`src/rtl/cpu_clk_pkg.sv`:
```
// rtl/cpu_clk_pkg.sv - shared speed codes, FSM states and default rates for the CPU clock-enable controller
package cpu_clk_pkg;

    localparam logic [1:0] SPD_477  = 2'd0;
    localparam logic [1:0] SPD_716  = 2'd1;
    localparam logic [1:0] SPD_954  = 2'd2;
    localparam logic [1:0] SPD_RSVD = 2'd3;

    typedef enum logic [1:0] {
        RUN   = 2'd0,
        DRAIN = 2'd1,
        HELD  = 2'd2
    } clk_state_e;

    localparam int unsigned DEF_CLK_IN = 25000000;
    localparam int unsigned DEF_RATE0  = 4772727;
    localparam int unsigned DEF_RATE1  = 7159090;
    localparam int unsigned DEF_RATE2  = 9545454;

endpackage

```
`src/rtl/frac_accum.sv`:
```
// rtl/frac_accum.sv - fractional-N accumulator producing a registered 1-cycle pulse per CLK_IN overflow
module frac_accum #(
    parameter int unsigned CLK_IN = 25000000,
    parameter int unsigned ACC_W  = 26
) (
    input  logic             iClk,
    input  logic             iRst,
    input  logic [ACC_W-1:0] iInc,
    input  logic             iStep,
    input  logic             iClear,
    output logic             oPulse,
    output logic [ACC_W-1:0] oAcc
);

    localparam logic [ACC_W:0] LIMIT = (ACC_W+1)'(CLK_IN);

    // One extra bit so acc+inc can never wrap before the compare.
    logic [ACC_W:0] sum;
    assign sum = {1'b0, oAcc} + {1'b0, iInc};

    always_ff @(posedge iClk) begin
        if (iRst || iClear) begin
            oAcc   <= '0;
            oPulse <= 1'b0;
        end else if (iStep) begin
            if (sum >= LIMIT) begin
                oAcc   <= ACC_W'(sum - LIMIT);
                oPulse <= 1'b1;
            end else begin
                oAcc   <= sum[ACC_W-1:0];
                oPulse <= 1'b0;
            end
        end else begin
            oPulse <= 1'b0;
        end
    end

endmodule

```
`src/rtl/cpu_clk_ctrl.sv`:
```
// rtl/cpu_clk_ctrl.sv - CPU clock-enable speed/hold controller: boundary-aligned speed changes and bus-hold freeze
module cpu_clk_ctrl
    import cpu_clk_pkg::*;
#(
    parameter int unsigned CLK_IN      = DEF_CLK_IN,
    parameter int unsigned RATE0       = DEF_RATE0,
    parameter int unsigned RATE1       = DEF_RATE1,
    parameter int unsigned RATE2       = DEF_RATE2,
    parameter int unsigned RESET_SPEED = 0,
    parameter int unsigned ACC_W       = 26
) (
    input  logic       iClk,
    input  logic       iRst,
    input  logic       iSpeedWr,
    input  logic [1:0] iSpeedSel,
    input  logic       iHold,
    output logic       oClkEn,
    output logic       oHoldAck,
    output logic [1:0] oSpeed,
    output logic       oBusy
);

    clk_state_e       state, stateNext;
    logic             pendValid;
    logic [1:0]       pendCode;
    logic             step, apply;
    logic [ACC_W-1:0] inc, accVal;

    always_comb begin
        inc = ACC_W'(RATE0);
        case (oSpeed)
            SPD_716: inc = ACC_W'(RATE1);
            SPD_954: inc = ACC_W'(RATE2);
            default: inc = ACC_W'(RATE0);
        endcase
    end

    // Speed changes land only right after a pulse (or on hold release) so no CPU period is cut short.
    always_comb begin
        stateNext = state;
        step      = 1'b0;
        apply     = 1'b0;
        case (state)
            RUN: begin
                if (oClkEn && pendValid) apply = 1'b1;
                else                     step  = 1'b1;
                if (iHold) stateNext = DRAIN;
            end
            DRAIN: begin
                if (!iHold) begin
                    stateNext = RUN;
                    step      = 1'b1;
                end else if (oClkEn) begin
                    stateNext = HELD;
                end else begin
                    step = 1'b1;
                end
            end
            HELD: begin
                if (!iHold) begin
                    stateNext = RUN;
                    apply     = pendValid;
                end
            end
            default: stateNext = RUN;
        endcase
    end

    always_ff @(posedge iClk) begin
        if (iRst) begin
            state     <= RUN;
            pendValid <= 1'b0;
            pendCode  <= 2'(RESET_SPEED);
            oSpeed    <= 2'(RESET_SPEED);
        end else begin
            state <= stateNext;
            if (apply) begin
                oSpeed    <= pendCode;
                pendValid <= 1'b0;
            end
            if (iSpeedWr && (iSpeedSel != SPD_RSVD)) begin
                pendValid <= 1'b1;
                pendCode  <= iSpeedSel;
            end
        end
    end

    assign oBusy    = pendValid;
    assign oHoldAck = (state == HELD);

    frac_accum #(
        .CLK_IN (CLK_IN),
        .ACC_W  (ACC_W)
    ) uAccum (
        .iClk   (iClk),
        .iRst   (iRst),
        .iInc   (inc),
        .iStep  (step),
        .iClear (apply),
        .oPulse (oClkEn),
        .oAcc   (accVal)
    );

    // Residue must always sit below one full CPU period.
    always_ff @(posedge iClk) begin
        if (!iRst) assert ({1'b0, accVal} < (ACC_W+1)'(CLK_IN));
    end

endmodule

```
`config.mk`:
```
export PLATFORM = sky130hd
export DESIGN_NAME = cpu_clk_ctrl
export DESIGN_NICKNAME = d
export VERILOG_FILES = /design/src/rtl/cpu_clk_pkg.sv /design/src/rtl/frac_accum.sv /design/src/rtl/cpu_clk_ctrl.sv
export SDC_FILE = /design/constraint.sdc
export NUM_CORES = 1
export LEC_CHECK = 0
export ABC_AREA = 1
export BUFFER_PORTS_ARGS = -buffer_cell sky130_fd_sc_hd__buf_4
export CAP_MARGIN = 15
export CORE_MARGIN = 2
export CORE_UTILIZATION = 38
export DETAILED_ROUTE_END_ITERATION = 10
export GPL_TIMING_DRIVEN = 1
export PLACE_DENSITY = 0.53
export SLEW_MARGIN = 20
export SYNTH_ARGS = -nofsm -noshare
export SYNTH_HDL_FRONTEND = slang
export SYNTH_SLANG_ARGS = --single-unit
```
`constraint.sdc`:
```
create_clock -name iClk -period 3.9 [get_ports iClk]
set_input_delay 0.78 -clock iClk [delete_from_list [all_inputs] [get_ports iClk]]
set_output_delay 0.78 -clock iClk [all_outputs]
set_load 0.1 [all_outputs]
```
# After elaboration in Yosys (flattened, before gate mapping)
# Cells that the tools add are included.
# word_totals
ff_bits	34
# classes
order_cmp	1
n_eq_ne	8
addsub	2
bitwise	1
n_reduce_logical	7
mux	17
# ops
op	count
case mux 24 bit (2 select lines)	1
adder 26 x 24 -> 27 bit	1
greater-or-equal comparator 27 x 25 -> 1 bit (second input constant)	1
2-to-1 mux 26 bit	1
subtractor 26 x 25 -> 26 bit (second input constant)	1
2-to-1 mux 1 bit	8
2-to-1 mux 2 bit	4
!= test 2 bit (second input constant)	3
case mux 2 bit (3 select lines)	1
== test 2 x 1 -> 1 bit (second input constant)	2
== test 2 bit (second input constant)	2
case mux 1 bit (2 select lines)	2
!= test 3 x 2 -> 1 bit (second input constant)	1
AND reduction 3 bit	1
logical AND 1 bit	2
logical NOT 2 bit	1
nonzero test 2 bit	1
OR reduction 2 bit	1
logical OR 1 bit	1
NOT 1 bit	1

# Logic depth before layout (Yosys ltp)
# logic_depth
depth_word	5
depth_mapped	29
mapped_depth_nobuf	29

# Cells and area by module
# Synthesis repeated with hierarchy kept, for this count alone.
# unflattened
hier_cells	790
area_unflattened_um2	4390.5
# by_module_without_submodules
mod	area_per_inst_um2	n_inst	cells_per_inst
frac_accum	3973.8	1	732
cpu_clk_ctrl	416.6	1	58

# Least setup slack after synthesis
# Ideal clock, no wire load.
# synth_timing
path_type	reg-to-reg
from	register oSpeed[0]
to	register uAccum.oAcc[23]
n_path_buf	1
arrival_time_ns	3.876
stages_incl_launch_ff	27
slack_ns	-0.085
synth_period_minus_slack_ns	3.985
cell_sequence	dfxtp_1 ha_1 inv_1 ha_1 inv_1 nor2_1 inv_1 nor2_1 nand2_1 nand2_1 nand2_1 nand2_1 ha_1 nand4_1 nor2_1 nand2_1 nor2_1 nand4_1 nor2_1 nand3_1 nor2_1 nor2_2 buf_4 o21ai_0 nand3_1 nand2_1 inv_1
# synth_via
elab_chain_cells	5
elab_cells_between_ends	7
cone_classes	2 x add/sub; 1 x order compare; 2 x eq/ne; 2 x mux
# synth_rtl
item	line_no	text
from (decl)	cpu_clk_ctrl.sv:19	output logic [1:0] oSpeed,
from (signal assigned)	cpu_clk_ctrl.sv:74	oSpeed <= 2'(RESET_SPEED);
from (signal assigned)	cpu_clk_ctrl.sv:78	oSpeed <= pendCode;
== test 2 bit or == test 2 x 1 -> 1 bit (tied branches)	cpu_clk_ctrl.sv:31	case (oSpeed)
case mux 24 bit (2 select lines) *	cpu_clk_ctrl.sv:31	
adder 26 x 24 -> 27 bit *	frac_accum.sv:19	assign sum = {1'b0, oAcc} + {1'b0, iInc};
subtractor 26 x 25 -> 26 bit or greater-or-equal comparator 27 x 25 -> 1 bit (tied branches)	frac_accum.sv:27, frac_accum.sv:26	
2-to-1 mux 26 bit *	frac_accum.sv:26	if (sum >= LIMIT) begin
to (signal assigned)	frac_accum.sv:27	oAcc <= ACC_W'(sum - LIMIT);
to (signal assigned)	frac_accum.sv:30	oAcc <= sum[ACC_W-1:0];
to (decl)	frac_accum.sv:12	output logic [ACC_W-1:0] oAcc
# Mark *: on every way between the ends. The rest lies on a longest branch, timed or not.
# A chain may end at the register's enable or synchronous reset.

# Worst setup path in the final report
# layout_timing
from	register oSpeed[1]
to	register uAccum.oAcc[18]
# The elaborated chain is that of the path after synthesis.

==> run summary <==
The setup slack after layout came out at 0.235 ns. The number of buffers added by the clock tree synthesis step came out at 5. For this run, design rule violations remaining after detail routing come to 0. The initial antenna violation count is 0.

The part of the cycle the worst path needs was 94.0%. The via count of the first global-routing pass was 4508; the areal power density over the cells was 772 nW/um^2. The logs give 0 for the count of final max-slew check failures and 0.0107 ns for the worst clock skew. Max-cap violations in this run came to 0. For the final HPWL from detailed placement, the log shows 11200 um. The repair_antennas step left the layout with diodes totalling 0. The dominant synthesized flop cell is dfxtp_1. The total number of nets in the final design is 825, and the number of core rows is 38.

The synthesized design devotes to its leading area cell type 25.5% of total area. The count of state elements after synthesis came out at 34. Once the floorplan was initialized, standard cells occupied 38.7% of the core. For the worst setup path, the data arrival time is 3.81 ns. The number of cells on the critical path is 27. The min-delay analysis places its worst path in the category flip-flop to flip-flop. The maximum vdd drop was 0.000301 V.

The floorplan step defined a die boundary enclosing 11900 sq um. Of the cells placed in the final design, the portion with a size suffix greater than 1 is 15.6%. The quantity of I/O buffers inserted on ports is 10, and the total global routing track utilization is 25.0%. The layout overhead on the synthesized area was 13.4%. The logs give 4922 for the detailed-route via count and 0 for the setup-violating endpoint count in the final report. The share of the Yosys chip area taken by registers is 16.3%.

Per report_power, the clock group accounts for 7.4% of the total. In the final timing run, aggregate negative setup slack is 0 ns. By count the netlist is led by nand2_1 (284), inv_1 (110), nand3_1 (98), nor2_1 (68), dfxtp_1 (34).

From bottom edge to top edge, the die measures 109 um. For this run, the number of Yosys warnings is 0. The total wire length was 14200 um; the critical-path maximum fanout was 10. For this run, the slowest stage of the critical path takes 0.36 ns. Power comes to 3.66 mW.

Among cell families on the critical path, the largest total delay comes from simple AND/OR/NAND/NOR gates. The number of hold-slack violations in the final timing report was 0; the violation count after the first detailed-route iteration was 418. Of the total power, the share spent switching nets is 59.6%. The depth of the worst hold-timing path was 2. At the pin with the least slew margin, the transition time is 0.862 ns. Summed over all layers, the global routing overflow is 0. The highest achievable clock rate was 273 MHz; the average cell area after synthesis was 5.35 sq um. The post-CTS clock slew at the launch and capture registers of the worst setup and hold paths is 0.08 ns. In this run, synthesis inferred 0 flip-flops with an integrated enable.

The die extent in x was 109 um; the worst slew margin relative to its limit was 42.5%. The worst register-to-register path begins at oSpeed[1]$_SDFFE_PP0P_. The worst setup path is captured at a flip-flop.

The setup check on the worst reg-to-reg path leaves a slack of 0.23 ns. For hold timing, the worst endpoint is oSpeed[0]$_SDFFE_PP0P_. For this run, the share of the core covered by cells in the final layout is 43.9%.

Clock tree synthesis selected as its root buffer the cell clkbuf_8. The count of H-tree levels built during CTS was 2; the internal portion of total power was 1.48 mW. The setup path with the least slack is of type flip-flop to flip-flop. The detail-routed via count per cell works out to 5.23. The capture instance of the worst register-to-register path was uAccum.oAcc[18]$_SDFFE_PP0P_. The tools report the startpoint of the lowest-slack hold path as pendCode[0]$_SDFFE_PP0P_.

For this design the total switching power over the nets is 2.18 mW. Synthesis instantiated 40 different standard cells from the library. In the post-synthesis netlist, the biggest area contributors are nand2_1 (25%), dfxtp_1 (16%), nand3_1 (12%). Timing analysis after detailed placement gives a worst setup slack of -0.188 ns. The average detailed-routed wire length per instance is 15.1 um, and the cell area after technology mapping is 4180 sq um.

The number of nets handed over by synthesis was 804. Clock latency on the worst-skew pair, taken at its later pin, is 0.30 ns. TritonCTS built the clock tree. The cell occurring most often along the worst timing path is nand2_1. In this run the remaining antenna-violating nets after routing total 0.

Area of the core: 10800 sq um. The minimum period implied by the final worst setup slack was 3.67 ns. Combinational group share of total power: 76.6%. The proportion of synthesized flip-flops having asynchronous set or reset is 0%, and the global placer's final weighted congestion is 0.933. The run gives 2.55 nW as the leakage power summed over all cells. The flow ran to the end, and the final reports show no timing, DRC or antenna violations. In the post-synthesis netlist, the cell with the most instances is nand2_1. During I/O placement, the number of pins put on the boundary was 11.

The global-route wire length before repair is 22700 um. Library cell contributing the largest single delay on the critical path: dfxtp_2. Registers are responsible for 16.0% of the overall power. The buffers plus inverters on the worst setup path was 5.

Synthesis handed over a netlist of 781 instances. Entering global routing, the biggest net connects 36 pins. Counting cells, the worst reg-to-reg path comes to 27. The tools report the number of buffers on the longest clock path as 2. The largest total area in the synthesized netlist belongs to nand2_1.

The iteration count of the initial detailed-routing pass was 5; the critical path required time was 4.04 ns. Clock tree synthesis found a total of 34 sinks. The worst setup path is launched from a flip-flop.
==> cells by family (layout without fill, tap and decap cells) <==
| logic type | Yosys count | in the layout | synth area share [%] |
|---|---|---|---|
| buffers and inverters | 130 | 149 | 12.2 |
| and+or+nand+nor | 524 | 526 | 55.7 |
| adders and majority gates | 17 | 17 | 5.09 |
| DFF | 34 | 34 | 16.3 |
| xor gates and xnor gates | 7 | 7 | 1.47 |
| AOI/OAI and AO/OA | 69 | 69 | 9.25 |
==> area by class of cell <==
cell class	count	area, sq um
Clock buffer	5	68.8
Clock inverter	2	15.0
Fill cell	1177	6050
Inverter	119	453
Multi-Input combinational cell	619	3160
Sequential cell	34	683
Tap cell	140	175
Timing Repair Buffer	23	185
==> registers in the layout (all words and copies together) (netlist names) <==
signal and count:
oSpeed 2, uAccum.oPulse 1, pendCode 2, state 2, oBusy 1, uAccum.oAcc 26
==> worst max path at each step <==
stage	start	endpoint	slack [ns]
global route	oSpeed[1]$_SDFFE_PP0P_	uAccum.oAcc[19]$_SDFFE_PP0P_	-0.07
floorplan	oSpeed[0]$_SDFFE_PP0P_	uAccum.oAcc[23]$_SDFFE_PP0P_	0.28
detailed placement	oSpeed[1]$_SDFFE_PP0P_	uAccum.oAcc[9]$_SDFFE_PP0P_	-0.19
global placement	oSpeed[1]$_SDFFE_PP0P_	uAccum.oAcc[9]$_SDFFE_PP0P_	-0.18
finish	oSpeed[1]$_SDFFE_PP0P_	uAccum.oAcc[18]$_SDFFE_PP0P_	0.23
CTS	oSpeed[1]$_SDFFE_PP0P_	uAccum.oAcc[18]$_SDFFE_PP0P_	0.05
==> tightest hold or removal path: stages (launching register included) <==
cell      delay (ns)
dfxtp_1         0.30
inv_1           0.06
a211oi_1        0.06
==> layer usage <==
layer	GRT usage (%)	part of all wire, %
met3	3.35	6.5
met5	0	0
met1	34.7	46
met2	40.5	45
met4	6.78	2.1
==> through the flow <==
step	hold slack (ns)	instance area (sq um)	instances
final	0.459	4740	942
after global routing	0.476	4740	942
after CTS	0.462	4590	938
after detailed placement	0.446	4440	928
after global placement	0.443	4440	928
after floorplan	0.429	4180	781
==> layout by cell type, fill, tap and decap left out, drive strengths merged, types with 11 or more instances in the layout <==
cell   netlist  routed
o21ai       22      22
nand4       11      11
nand2      315     315
ha          17      17
nor2        87      87
buf          5      23
a21oi       34      34
nand3      103     105
dfxtp       34      34
inv        117     116
==> power groups by stage <==
stage          sequential (mW)  clock [mW]  combinational (mW)
2_1_floorplan            0.573           0                1.98
3_3_place_gp             0.579           0                2.57
3_5_place_dp             0.578           0                2.58
4_1_cts                  0.574       0.274                2.65
5_1_grt                  0.599       0.294                3.17
6_report                 0.587       0.270                2.80
==> repair_timing <==
action                     4_1_cts  5_1_grt
resized for setup                8       30
pin swaps                        1        6
cloned                           2        0
setup buffers                    1        4
setup endpoints to repair       21       21
hold buffers                     0        0
Note: power is estimated with default switching activity, not from simulation.
